--- src/rtl/uart_word_loader.sv ---
// 8N1 serial receiver that packs BYTES_PER_WORD little-endian bytes into one word
// and emits it with an auto-incrementing write address.
module uart_word_loader #(
  parameter int unsigned       CLK_DIV        = 25,
  parameter int unsigned       BYTES_PER_WORD = 6,
  parameter int unsigned       ADDR_W         = 18,
  parameter logic [ADDR_W-1:0] ADDR_INIT      = '0,
  parameter int unsigned       IDLE_BITS      = 20
) (
  input  logic                        clk,
  input  logic                        reset,
  input  logic                        in,
  output logic                        rx_byte,
  output logic [7:0]                  byte_q,
  output logic                        word_valid,
  output logic [8*BYTES_PER_WORD-1:0] Q,
  output logic [ADDR_W-1:0]           A,
  output logic                        frame_err,
  output logic                        sync_err
);

  localparam int unsigned CNT_W   = $clog2(CLK_DIV);
  localparam int unsigned TIMEOUT = IDLE_BITS * CLK_DIV;
  localparam int unsigned IDLE_W  = $clog2(TIMEOUT + 1);
  localparam int unsigned IDX_W   = (BYTES_PER_WORD > 1) ? $clog2(BYTES_PER_WORD) : 1;

  localparam logic [CNT_W-1:0]  START_SAMPLE = CNT_W'(CLK_DIV / 2 - 1);
  localparam logic [CNT_W-1:0]  BIT_LAST     = CNT_W'(CLK_DIV - 1);
  localparam logic [IDLE_W-1:0] IDLE_LAST    = IDLE_W'(TIMEOUT - 1);
  localparam logic [IDLE_W-1:0] IDLE_SAT     = IDLE_W'(TIMEOUT);
  localparam logic [IDX_W-1:0]  LAST_IDX     = IDX_W'(BYTES_PER_WORD - 1);

  typedef enum logic [2:0] {
    IDLE,
    START,
    DATA,
    STOP,
    BREAK
  } state_t;

  state_t state, state_next;

  logic                                 in_meta, in_sync, in_prev;
  logic                                 fall;
  logic [CNT_W-1:0]                     cnt;
  logic [2:0]                           bit_idx;
  logic [7:0]                           shreg;
  logic [IDLE_W-1:0]                    idle_cnt;
  logic [IDX_W-1:0]                     byte_idx;
  logic [ADDR_W-1:0]                    next_addr;
  logic [BYTES_PER_WORD-1:0][7:0]       word_buf;
  logic [BYTES_PER_WORD-1:0][7:0]       word_next;

  logic cnt_clr, shift_en, accept, reject, timeout;

  // Line idles high, so the synchroniser resets high to avoid a phantom start edge.
  always_ff @(posedge clk) begin
    if (reset) begin
      in_meta <= 1'b1;
      in_sync <= 1'b1;
      in_prev <= 1'b1;
    end else begin
      in_meta <= in;
      in_sync <= in_meta;
      in_prev <= in_sync;
    end
  end

  assign fall = in_prev & ~in_sync;

  always_ff @(posedge clk) begin
    if (reset) state <= IDLE;
    else       state <= state_next;
  end

  always_comb begin
    state_next = state;
    cnt_clr    = 1'b0;
    shift_en   = 1'b0;
    accept     = 1'b0;
    reject     = 1'b0;
    case (state)
      IDLE: begin
        if (fall) begin
          state_next = START;
          cnt_clr    = 1'b1;
        end
      end
      START: begin
        if (cnt == START_SAMPLE) begin
          cnt_clr    = 1'b1;
          state_next = in_sync ? IDLE : DATA;
        end
      end
      DATA: begin
        if (cnt == BIT_LAST) begin
          cnt_clr  = 1'b1;
          shift_en = 1'b1;
          if (bit_idx == 3'd7) state_next = STOP;
        end
      end
      STOP: begin
        if (cnt == BIT_LAST) begin
          cnt_clr = 1'b1;
          if (in_sync) begin
            accept     = 1'b1;
            state_next = IDLE;
          end else begin
            reject     = 1'b1;
            state_next = BREAK;
          end
        end
      end
      BREAK: begin
        if (in_sync) state_next = IDLE;
      end
      default: state_next = IDLE;
    endcase
  end

  always_ff @(posedge clk) begin
    if (reset) begin
      cnt     <= '0;
      bit_idx <= '0;
      shreg   <= '0;
    end else begin
      if (cnt_clr || state == IDLE || state == BREAK) cnt <= '0;
      else                                            cnt <= cnt + 1'b1;
      if (state != DATA)  bit_idx <= '0;
      else if (shift_en)  bit_idx <= bit_idx + 1'b1;
      if (shift_en) shreg <= {in_sync, shreg[7:1]};
    end
  end

  // Saturating idle-line timer; sync_err fires only on the step into saturation.
  always_ff @(posedge clk) begin
    if (reset)                                   idle_cnt <= '0;
    else if (state != IDLE || fall)              idle_cnt <= '0;
    else if (in_sync && idle_cnt != IDLE_SAT)    idle_cnt <= idle_cnt + 1'b1;
  end

  assign timeout = (state == IDLE) && !fall && in_sync &&
                   (idle_cnt == IDLE_LAST) && (byte_idx != '0);

  always_comb begin
    word_next           = word_buf;
    word_next[byte_idx] = shreg;
  end

  always_ff @(posedge clk) begin
    if (reset) begin
      rx_byte    <= 1'b0;
      byte_q     <= '0;
      word_valid <= 1'b0;
      Q          <= '0;
      A          <= ADDR_INIT;
      frame_err  <= 1'b0;
      sync_err   <= 1'b0;
      byte_idx   <= '0;
      next_addr  <= ADDR_INIT;
      word_buf   <= '0;
    end else begin
      rx_byte    <= accept;
      word_valid <= 1'b0;
      frame_err  <= reject;
      sync_err   <= timeout;
      if (accept) begin
        byte_q   <= shreg;
        word_buf <= word_next;
        if (byte_idx == LAST_IDX) begin
          Q          <= word_next;
          A          <= next_addr;
          word_valid <= 1'b1;
          next_addr  <= next_addr + 1'b1;
          byte_idx   <= '0;
        end else begin
          byte_idx <= byte_idx + 1'b1;
        end
      end else if (timeout) begin
        byte_idx <= '0;
      end
    end
  end

endmodule

--- config.mk ---
export PLATFORM = sky130hd
export DESIGN_NAME = uart_word_loader
export DESIGN_NICKNAME = d
export VERILOG_FILES = /design/src/rtl/uart_word_loader.sv
export SDC_FILE = /design/constraint.sdc
export NUM_CORES = 1
export LEC_CHECK = 0
export BUFFER_PORTS_ARGS = -buffer_cell sky130_fd_sc_hd__buf_2
export CORE_MARGIN = 5
export CORE_UTILIZATION = 62
export CTS_CLUSTER_SIZE = 14
export DETAILED_ROUTE_END_ITERATION = 7
export PLACE_DENSITY = 0.88
export RECOVER_POWER = 100
export SLEW_MARGIN = 5
export SYNTH_ARGS = -nofsm -noshare
export SYNTH_HDL_FRONTEND = slang
export SYNTH_SLANG_ARGS = --single-unit
--- constraint.sdc ---
create_clock -name clk -period 4.25 [get_ports clk]
set_clock_uncertainty 0.1 [all_clocks]
set_input_delay 0.85 -clock clk [delete_from_list [all_inputs] [get_ports clk]]
set_output_delay 0.85 -clock clk [all_outputs]
set_load 0.01 [all_outputs]
==> impl_results.md, run 1 <==
- Outcome: finished with violations
- Failing checks: capacitance limit, slew limit
- RSZ-0062 raised after global routing: false
- Crit-path cells: clkbuf_2 -> clkbuf_2 -> nor2_1
- DR pass1 iterations: 5
- Post-Place Setup Slack: 1.48 ns
- Initial drt markers: 468
- Final Cycle Share: 74.0%
- Port Buf Inserts: 80
- Hold Buf Count CTS: 0
- Max Fanout on Critical Path: 103
- Final Instance Count excl. Fillers: 957
- Crit path launch type: input port
- Antenna fix cells: 0
- Max Cap Viol: 1
- Max incr delay on CP: 1.39 ns
- Wire per inst: 16.1 um
- Worst skew pair latency: 0.54 ns
- Cell Area, Synth: 0.00668 sq mm
- Via count: 5533
- Row count: 38
- Largest cells by area after synthesis: dfxtp_1 51%, nand2_1 9.3%, mux2i_1 7.3%
- Final setup vio count: 0
- CP bufs+invs: 2
- Slew headroom: -31.2%
- # DRC: 0
- Pwr/cell area: 437 mW/mm^2
- Sequential fraction of the synthesis area: 50.9%
- Setup_tns: 0 ns
- Worst EP arrival: 3.42 ns
- # H-tree levels: 4
- Die ar.: 0.0130 sq mm
- Fin crit period: 3.15 ns
- Yosys cell types: 49
- GRT overflow: 0
- Vias in the first global route: 5361
- Nets: 814
- Clock transition at path regs: 0.07 ns
- Type of the worst min-delay path: flop to flop
- Syn Nets: 775
- Max Freq: 318 MHz
- Inserted Clock Buffers: 17
- Share of cells above drive strength 1: 6.61%
- Synth Instances: 765
- Yosys top cell area share: 50.9%
- Setup ws final: 1.10 ns
- Ys flop type: dfxtp_1
- Setup CP Type: input port to flop
- Max-slew violation count: 104
- Cell leakage power: 2.47 nW
- Die Y-Extent: 114 um
- Ys async rst share: 0%
- Delay-heaviest family, CP: buffers and inverters
- Critical Path RT: 4.52 ns
- Syn Area/Cell: 8.73 sq um
- Final hold vios: 0
- Synth area leader: dfxtp_1
- Global-route wire length before repair: 25.7 mm
- CTS tree: done
- Pin count of the biggest net entering global routing: 104
- Gr usage total: 24.3%
- Initial antenna violation count: 0
- Worst Setup End Kind: flop
- Post-cts resize count: 0
- Via density per instance: 5.78
- VDD IR max: 0.228 mV
- Die W: 114 um
- Top cell by count, worst path: clkbuf_2
- Top Ports: 81
- Slowest library cell on the worst path: clkbuf_2
- Clk sinks: 170
- Core Footprint: 0.0107 sq mm
- Initial core utilization: 62.5%
- Setup Buffers After CTS: 0
- Dpl hpwl: 9.59 mm
- EDFF count, synth: 0
- Gpl congestion: 0.786
- FF+latch count, synth: 170
- DRT antenna net count: 0
- Worst Max-Slew Pin Slew: 1.97 ns
- Root buffer cell: clkbuf_8
- Area delta synth->final: 12.5%
- DRT Wirelength: 15.4 mm
- YS warnings: 0
- Worst R2R Setup Slack: 1.17 ns
- Clock tree buffer depth: 2
- Placed instance count: 925
worst reg2reg max path, stage by stage (launching register included):
cell and delay [ns]:
dfxtp_1 0.34, inv_1 0.06, ha_1 0.17, nand4b_1 0.57, nor4_2 1.29, mux2i_1 0.29, nor2_1 0.07
placed cells by master (no fill, tap or decap), drive strengths merged, types with 3 or more instances in the layout:
master	count
and3b	3
ha	7
or3	3
nand3b	4
or4	12
a21oi	97
nand4	11
clkinv	5
buf	3
inv	13
or2	6
xor2	5
clkbuf	98
o31ai	11
nor4	6
mux2i	49
nand3	13
nand2	166
nor2b	3
nor3	9
o21ai	4
o211ai	3
dfxtp	170
a31oi	3
xnor2	7
bufinv	4
nor2	73
and4	6
nand4b	3
nand2b	3
final timing paths:
check,start,to,depth (start not counted)
max,reset,word_buf[39]$_SDFFE_PP0P_,3
min,in_meta$_SDFF_PP1_,in_sync$_SDFF_PP1_,1
max reg2reg,cnt[0]$_SDFF_PP0_,word_buf[32]$_SDFFE_PP0P_,6
min reg2reg,in_meta$_SDFF_PP1_,in_sync$_SDFF_PP1_,1
cell families (layout without fill, tap and decap cells):
| logic type | count (synthesis) | in the layout | share of synthesized area (%) |
|---|---|---|---|
| flip-flops | 170 | 170 | 50.9 |
| XOR/XNOR | 12 | 12 | 1.57 |
| AND/OR/NAND/NOR | 327 | 327 | 23.3 |
| multiplexers | 51 | 51 | 7.85 |
| AO/OA/AOI/OAI | 126 | 126 | 10.5 |
| adder cells (fa/ha/maj) | 7 | 7 | 1.31 |
| buffers and inverters | 72 | 124 | 4.57 |
metal layers:
layer / up-vias / track usage [%] / part of all wire (%)
met5: - / 0 / 0
li1: 2668 / - / -
met1: 2643 / 30.7 / 42
met4: 0 / 9.18 / 2.0
met2: 186 / 40.0 / 49
met3: 36 / 6.63 / 6.5
stage by stage:
stage / util [%] / power [W] / instance area, sq um / hold slack, ns
after global routing: 70.3 / 0.00337 / 7520 / 0.329
final: 70.3 / 0.00329 / 7520 / 0.320
after global placement: 65.6 / 0.00168 / 7020 / 0.301
after detailed placement: 65.6 / 0.00169 / 7020 / 0.303
after floorplan: - / 0.00168 / 6680 / 0.289
after CTS: 71.6 / 0.00330 / 7650 / 0.323
layout make-up:
type	instances	area, sq um
sequential	170	3400
timing repair buffer	83	323
fill	820	3180
tap	140	175
multi-input combinational	523	2950
clock buffer	18	428
clock inverter	14	209
inverter	9	33.8
registers in the layout (all words and copies together), names as in the netlist, 3 cells and up:
signal	cells
cnt	5
word_buf	40
bit_idx	3
next_addr	18
idle_cnt	9
shreg	8
Q	48
state	3
byte_q	8
byte_idx	3
A	18
Yosys cell counts, types with 2 or more instances:
cell type	number
a21oi_1	97
a31o_2	2
a31oi_1	3
and2_1	2
and3b_1	3
and4_1	6
buf_1	3
buf_2	10
buf_6	3
clkbuf_1	47
dfxtp_1	170
ha_1	7
inv_1	9
mux2i_1	49
nand2_1	166
nand3_1	13
nand3b_1	4
nand4_1	11
nand4b_1	2
nor2_1	73
nor2b_1	3
nor3_1	8
nor3b_1	2
nor4_1	3
nor4_4	3
o211ai_1	3
o21ai_0	4
o31ai_1	11
or2_2	6
or3_1	3
or4_1	11
xnor2_1	7
xor2_1	5
power breakdown:
part	switching [W]	internal [W]	total, W
Clock	0.000652	0.000985	0.00164
Combinational	0.0000351	0.0000110	0.0000461
Sequential	0.00000722	0.00160	0.00160
Total	0.000694	0.00259	0.00329
Power figures use the tool's default switching activity.
==> run 2: changes to the inputs <==
--- a/config.mk
+++ b/config.mk
@@ -5,12 +5,13 @@
 export SDC_FILE = /design/constraint.sdc
 export NUM_CORES = 1
 export LEC_CHECK = 0
+export ABC_AREA = 1
 export BUFFER_PORTS_ARGS = -buffer_cell sky130_fd_sc_hd__buf_2
 export CORE_MARGIN = 5
-export CORE_UTILIZATION = 62
+export CORE_UTILIZATION = 52
 export CTS_CLUSTER_SIZE = 14
 export DETAILED_ROUTE_END_ITERATION = 7
-export PLACE_DENSITY = 0.88
+export PLACE_DENSITY = 0.79
 export RECOVER_POWER = 100
 export SLEW_MARGIN = 5
 export SYNTH_ARGS = -nofsm -noshare
==> constraint.sdc (replaced) <==
create_clock -name clk -period 2.8 [get_ports clk]
set_clock_uncertainty 0.1 [all_clocks]
set_input_delay 0.56 -clock clk [delete_from_list [all_inputs] [get_ports clk]]
set_output_delay 0.56 -clock clk [all_outputs]
set_load 0.01 [all_outputs]
==> run 2 against run 1 <==
  * Routed wire length is 8.8% higher
  * Critical endpoint is now next_addr[6]$_SDFFE_PP0P_
  * Combinational power grew to 7.1 times the previous value
  * Largest cell class unchanged
  * Register-to-register slack lost 0.63 ns
  * Core utilization down 9.9 points
  * Critical path depth increased by 7
  * Largest power group is now registers
  * Sequential cell count unchanged
  * Power up 56%
  * The flow now finishes without violations
  * Via count increased by 17%
  * Synthesized cell count rose by 26%
  * Final area grew 6.3%
  * Setup slack got worse by 0.56 ns
==> impl_results.md, run 2 <==
- Outcome: finished, final reports clean
- Post-cts resize count: 0
- Dominant cell by count in the synthesized netlist: nand2_1
- FF+latch count, synth: 170
- Via count: 6462
- Max-slew violation count: 0
- Setup_tns: 0 ns
- Sequential fraction of the synthesis area: 48.4%
- Clock tree buffer depth: 2
- DR pass1 iterations: 5
- Yosys cell types: 31
- Top reg by flops: Q
- Gr usage total: 21.0%
- Filler cells: 1251
- Final hold vios: 0
- VDD IR max: 0.345 mV
- DRT Wirelength: 16.8 mm
- Pwr/cell area: 640 mW/mm^2
- Syn Area/Cell: 7.29 sq um
- CTS tree: done
- Commonest non-fill, non-tap cell in the layout: nand2_1
- Slew headroom: 30.4%
- Largest register FFs: 48
- Crit path launch type: flop
- Max Fanout on Critical Path: 65
- Design area: 0.00800 sq mm
- Inserted Clock Buffers: 17
- Ys async rst share: 0%
- YS warnings: 0
- GRT overflow: 0
- Nets: 1035
- Cell leakage power: 3.06 nW
- Worst Setup End Kind: flop
- Max Cap Viol: 0
- Initial drt markers: 569
- Post-synth top cells: 219 x nand2_1, 170 x dfxtp_1, 120 x nor2_1
- Root buffer cell: clkbuf_16
- Area of the multi-input gates: 0.00308 sq mm
- Final setup vio count: 0
- Core Footprint: 0.0132 sq mm
- Clock transition at path regs: 0.06 ns
- Gpl congestion: 0.841
- Max incr delay on CP: 0.36 ns
- Share of cells above drive strength 1: 4.91%
- Initial antenna violation count: 0
- Post-Place Setup Slack: 0.713 ns
- Die ar.: 0.0159 sq mm
- Setup Buffers After CTS: 0
- Reg area: 0.00340 sq mm
- Total power: 0.00512 W
- Initial core utilization: 53.1%
- Setup CP Type: flop to flop
- Most frequent cells in the layout: 219 x nand2_1, 170 x dfxtp_1, 122 x nor2_1
- Row count: 42
- Die Y-Extent: 126 um
- Final Cycle Share: 80.7%
- # H-tree levels: 4
- Cell Area, Synth: 0.00703 sq mm
- Type of the worst min-delay path: input port to flop
- Die W: 126 um
- Yosys top cell area share: 48.4%
- RSZ-0062 raised after global routing: false
- Antenna fix cells: 0
- Setup ws final: 0.542 ns
- Critical Path RT: 3.02 ns
- Syn Nets: 974
- Largest cells by area after synthesis: dfxtp_1 48%, nand2_1 12%, a21oi_1 8.2%
- Crit-path cells: inv_1 -> ha_1 -> nand2_1 -> nor2_4 -> nand3_4 -> nor2_1 -> buf_12 -> nand2_1 -> o21ai_0 -> nor2_1
- Top Ports: 81
- Pin count of the biggest net entering global routing: 84
- Slowest library cell on the worst path: nor2_1
- Vias in the first global route: 5951
- DRT antenna net count: 0
- Wire per inst: 13.8 um
- Port Buf Inserts: 80
- Worst-case reg-to-reg path depth: 10
- Max Freq: 443 MHz
- Delay-heaviest family, CP: simple AND/OR/NAND/NOR gates
- Critical path depth in cells: 10
- Hold Buf Count CTS: 0
- Synth area leader: dfxtp_1
- Worst Max-Slew Pin Slew: 1.04 ns
- Worst skew pair latency: 0.43 ns
- Fin crit period: 2.26 ns
- Dpl hpwl: 10.8 mm
- Hold Crit Depth: 2
- Area after DPL: 0.00754 sq mm
- Clk sinks: 170
- Synth Instances: 964
- Via density per instance: 5.32
- Ys flop type: dfxtp_1
- Global-route wire length before repair: 27.9 mm
- Top Registers: Q: 48 flops, word_buf: 40 flops
- CP bufs+invs: 2
- Worst EP arrival: 2.48 ns
- EDFF count, synth: 0
- Area delta synth->final: 13.7%
- # DRC: 0
[run 2: cell count changes after synthesis, sizes merged, moves of 15 or more]
cell and delta:
o21ai +99, inv +72, nand2 +55, nor2 +52, mux2i -49, nand3 +31
clkbuf -20, a21oi +18, a211oi +15
[run 2: kinds of logic after synthesis]
logic type / Yosys count / share of synthesized area, %
flip-flops: 170 / 48.4
buffers and inverters: 132 / 7.58
AND/OR/NAND/NOR: 406 / 23.7
adder cells (fa/ha/maj): 7 / 1.25
XOR/XNOR: 13 / 1.62
AO/OA/AOI/OAI: 236 / 17.5
[run 2: worst paths after layout]
kind	start	to	slack, ns
worst max register to register	cnt[0]$_SDFF_PP0_	next_addr[6]$_SDFFE_PP0P_	0.54
worst max-delay path	cnt[0]$_SDFF_PP0_	next_addr[6]$_SDFFE_PP0P_	0.54
worst min register to register	in_meta$_SDFF_PP1_	in_sync$_SDFF_PP1_	0.31
worst min-delay path	in	in_meta$_SDFF_PP1_	0.22
[run 2: area by class of cell]
type                            count  area share (%)
Timing Repair Buffer               91            5.01
Multi-Input combinational cell    662            38.5
Clock inverter                     10            1.33
Clock buffer                       22            5.93
Inverter                           83            3.90
Tap cell                          176            2.75
Sequential cell                   170            42.6
[run 2: report_power, final]
group,switching [W],internal [W]
Clock,0.000973,0.00131
Sequential,0.0000474,0.00246
Combinational,0.000227,0.000103
[run 2: through the flow]
step	util [%]	std cells	hold WS (ns)
4_1_cts	61.3	1214	0.215
2_1_floorplan	-	964	0.289
5_1_grt	60.4	1214	0.215
3_5_place_dp	56.9	1182	0.295
3_3_place_gp	56.9	1182	0.297
6_report	60.4	1214	0.221
[run 2: layer usage]
metal  wire length (um)  vias up  GRT usage, %
li1                   -     3256             -
met1               7840     2958          28.7
met2               7530      214          31.9
met3               1080       34          5.17
met4                342        0          8.77
met5                  0        -             0
[run 2: worst reg2reg max path, cell delays in order, from the launching register on]
cell,delay [ns]
dfxtp_1,0.33
inv_1,0.06
ha_1,0.16
nand2_1,0.09
nor2_4,0.18
nand3_4,0.22
nor2_1,0.36
buf_12,0.29
nand2_1,0.15
o21ai_0,0.17
nor2_1,0.05
==> run 3: changes to the inputs <==
==> constraint.sdc (replaced) <==
create_clock -name clk -period 1.9 [get_ports clk]
set_clock_uncertainty 0.1 [all_clocks]
set_input_delay 0.38 -clock clk [delete_from_list [all_inputs] [get_ports clk]]
set_output_delay 0.38 -clock clk [all_outputs]
set_load 0.01 [all_outputs]
==> run 3 against run 2 <==
  * Sequential share of layout area decreased by 1.7 points
  * Setup slack got worse by 0.46 ns
  * Sequential cell count unchanged
  * Sequential power increased by 47%
  * Die area is the same
  * First-iteration DRC count rose by 23%
  * Core utilization is 2.5 points higher
  * Largest cell class unchanged
==> impl_results.md, run 3 (same netlist as run 2, synthesis figures left out) <==
- Top Registers: Q: 48 flops, word_buf: 40 flops
- Core Footprint: 0.0132 sq mm
- Dpl hpwl: 11.1 mm
- Reg power frac: 48.3%
- Pint: 0.00585 W
- Die Y-Extent: 126 um
- NetSw: 0.00175 W
- Global-route wire length before repair: 28.3 mm
- Nets: 1053
- Critical Path RT: 2.12 ns
- Initial antenna violation count: 0
- Filler cells: 1170
- Area delta synth->final: 18.5%
- Setup_tns: 0 ns
- Largest register FFs: 48
- Setup ws final: 0.0783 ns
- Clock network power share: 44.4%
- Fin crit period: 1.82 ns
- Final setup vio count: 0
- DRT Wirelength: 17.2 mm
- Max-slew violation count: 0
- GRT overflow: 0
- Max Freq: 549 MHz
- Slew headroom: 67.4%
- Wire per inst: 13.9 um
- Most frequent cells in the layout: 217 x nand2_1, 169 x dfxtp_1, 120 x nor2_1
- Setup CP Type: flop to flop
- Pin count of the biggest net entering global routing: 79
- Max Fanout on Critical Path: 12
- Final Cycle Share: 95.9%
- Crit path launch type: flop
- Via density per instance: 5.29
- Inserted Clock Buffers: 17
- Antenna fix cells: 0
- Gpl congestion: 0.870
- Outcome: finished, final reports clean
- Max Cap Viol: 0
- Worst R2R Setup Slack: 0.08 ns
- # H-tree levels: 4
- Worst skew pair latency: 0.43 ns
- Initial core utilization: 53.1%
- RSZ-0062 raised after global routing: true
- Top reg by flops: Q
- Commonest non-fill, non-tap cell in the layout: nand2_1
- Cell leakage power: 3.52 nW
- Worst EP arrival: 2.04 ns
- VDD IR max: 0.532 mV
- Type of the worst min-delay path: input port to flop
- Final hold vios: 0
- Worst Setup End Kind: flop
- Part of the power in combinational logic: 7.3%
- Die ar.: 0.0159 sq mm
- Die W: 126 um
- Initial drt markers: 699
- DRT antenna net count: 0
- Clock transition at path regs: 0.06 ns
- Root buffer cell: clkbuf_16
- Clk sinks: 170
- Pwr/cell area: 913 mW/mm^2
- Vias in the first global route: 6072
- # DRC: 0
- Top Ports: 81
- Gr usage total: 21.5%
- Clock tree buffer depth: 2
- Worst Max-Slew Pin Slew: 0.488 ns
- DR pass1 iterations: 5
- Share of cells above drive strength 1: 14.4%
- CTS tree: done
- Via count: 6508
- Port Buf Inserts: 80
- Sw Share: 23.1%
- Post-Place Setup Slack: 0.0722 ns
- Row count: 42
-- run 3: what timing repair did --
action                                 4_1_cts  5_1_grt
gates resized for setup                      0        9
setup endpoints to repair                    0       44
endpoints found under the hold margin        0        0
buffers inserted                             0        1
hold buffers                                 0        0
-- run 3: final cells by class --
cell class              instances  area, sq um  share of cell area (%)
flip-flops and latches        170         3400                    40.9
multi-input cells             662         3100                    37.2
repair buffers                109          723                    8.68
clock buffers                  22          444                    5.33
inverters                      83          314                    3.77
well taps                     176          220                    2.64
clock inverters                 8          123                    1.47
-- run 3: worst paths after layout --
| path | startpoint | to | cells after the start |
|---|---|---|---|
| setup / recovery | cnt[1]$_SDFF_PP0_ | next_addr[13]$_SDFFE_PP0P_ | 11 |
| hold / removal | in | in_meta$_SDFF_PP1_ | 2 |
| setup reg to reg | cnt[1]$_SDFF_PP0_ | next_addr[13]$_SDFFE_PP0P_ | 11 |
| hold reg to reg | in_meta$_SDFF_PP1_ | in_sync$_SDFF_PP1_ | 1 |
-- run 3: worst max-delay path, cell delays in order (launching register included) --
cell and delay, ns:
dfxtp_2 0.33, inv_1 0.05, ha_2 0.18, nand2_2 0.07, nor2_4 0.12, nand3_4 0.10, nor2_4 0.22, buf_6 0.19
clkbuf_16 0.17, nand3_1 0.07, nand2_1 0.08, nor2_1 0.04
-- run 3: power groups by stage --
stage	combinational, W	clock [W]	sequential (W)
3_3_place_gp	0.000522	0	0.00375
5_1_grt	0.000648	0.00357	0.00368
3_5_place_dp	0.000535	0	0.00375
6_report	0.000552	0.00338	0.00367
2_1_floorplan	0.000396	0	0.00375
4_1_cts	0.000543	0.00342	0.00367
-- run 3: per-stage QoR --
step	power (W)	instance area [sq um]	utilization (%)	cells	hold WS [ns]
global placement	0.00427	7680	58.0	1196	0.290
global route	0.00790	8330	62.9	1230	0.0229
finish	0.00760	8330	62.9	1230	0.0295
floorplan	0.00415	7030	-	964	0.289
CTS	0.00763	8250	62.3	1226	0.0187
detailed placement	0.00429	7680	58.0	1196	0.307
-- run 3: metal layers --
metal / track usage [%] / routed length, um / part of all wire [%] / vias up
met4: 7.63 / 277 / 1.6 / 0
met1: 28.8 / 7830 / 46 / 3001
met2: 34.2 / 8010 / 47 / 192
li1: - / - / - / 3288
met3: 5.04 / 1040 / 6.0 / 27
met5: 0 / 0 / 0 / -
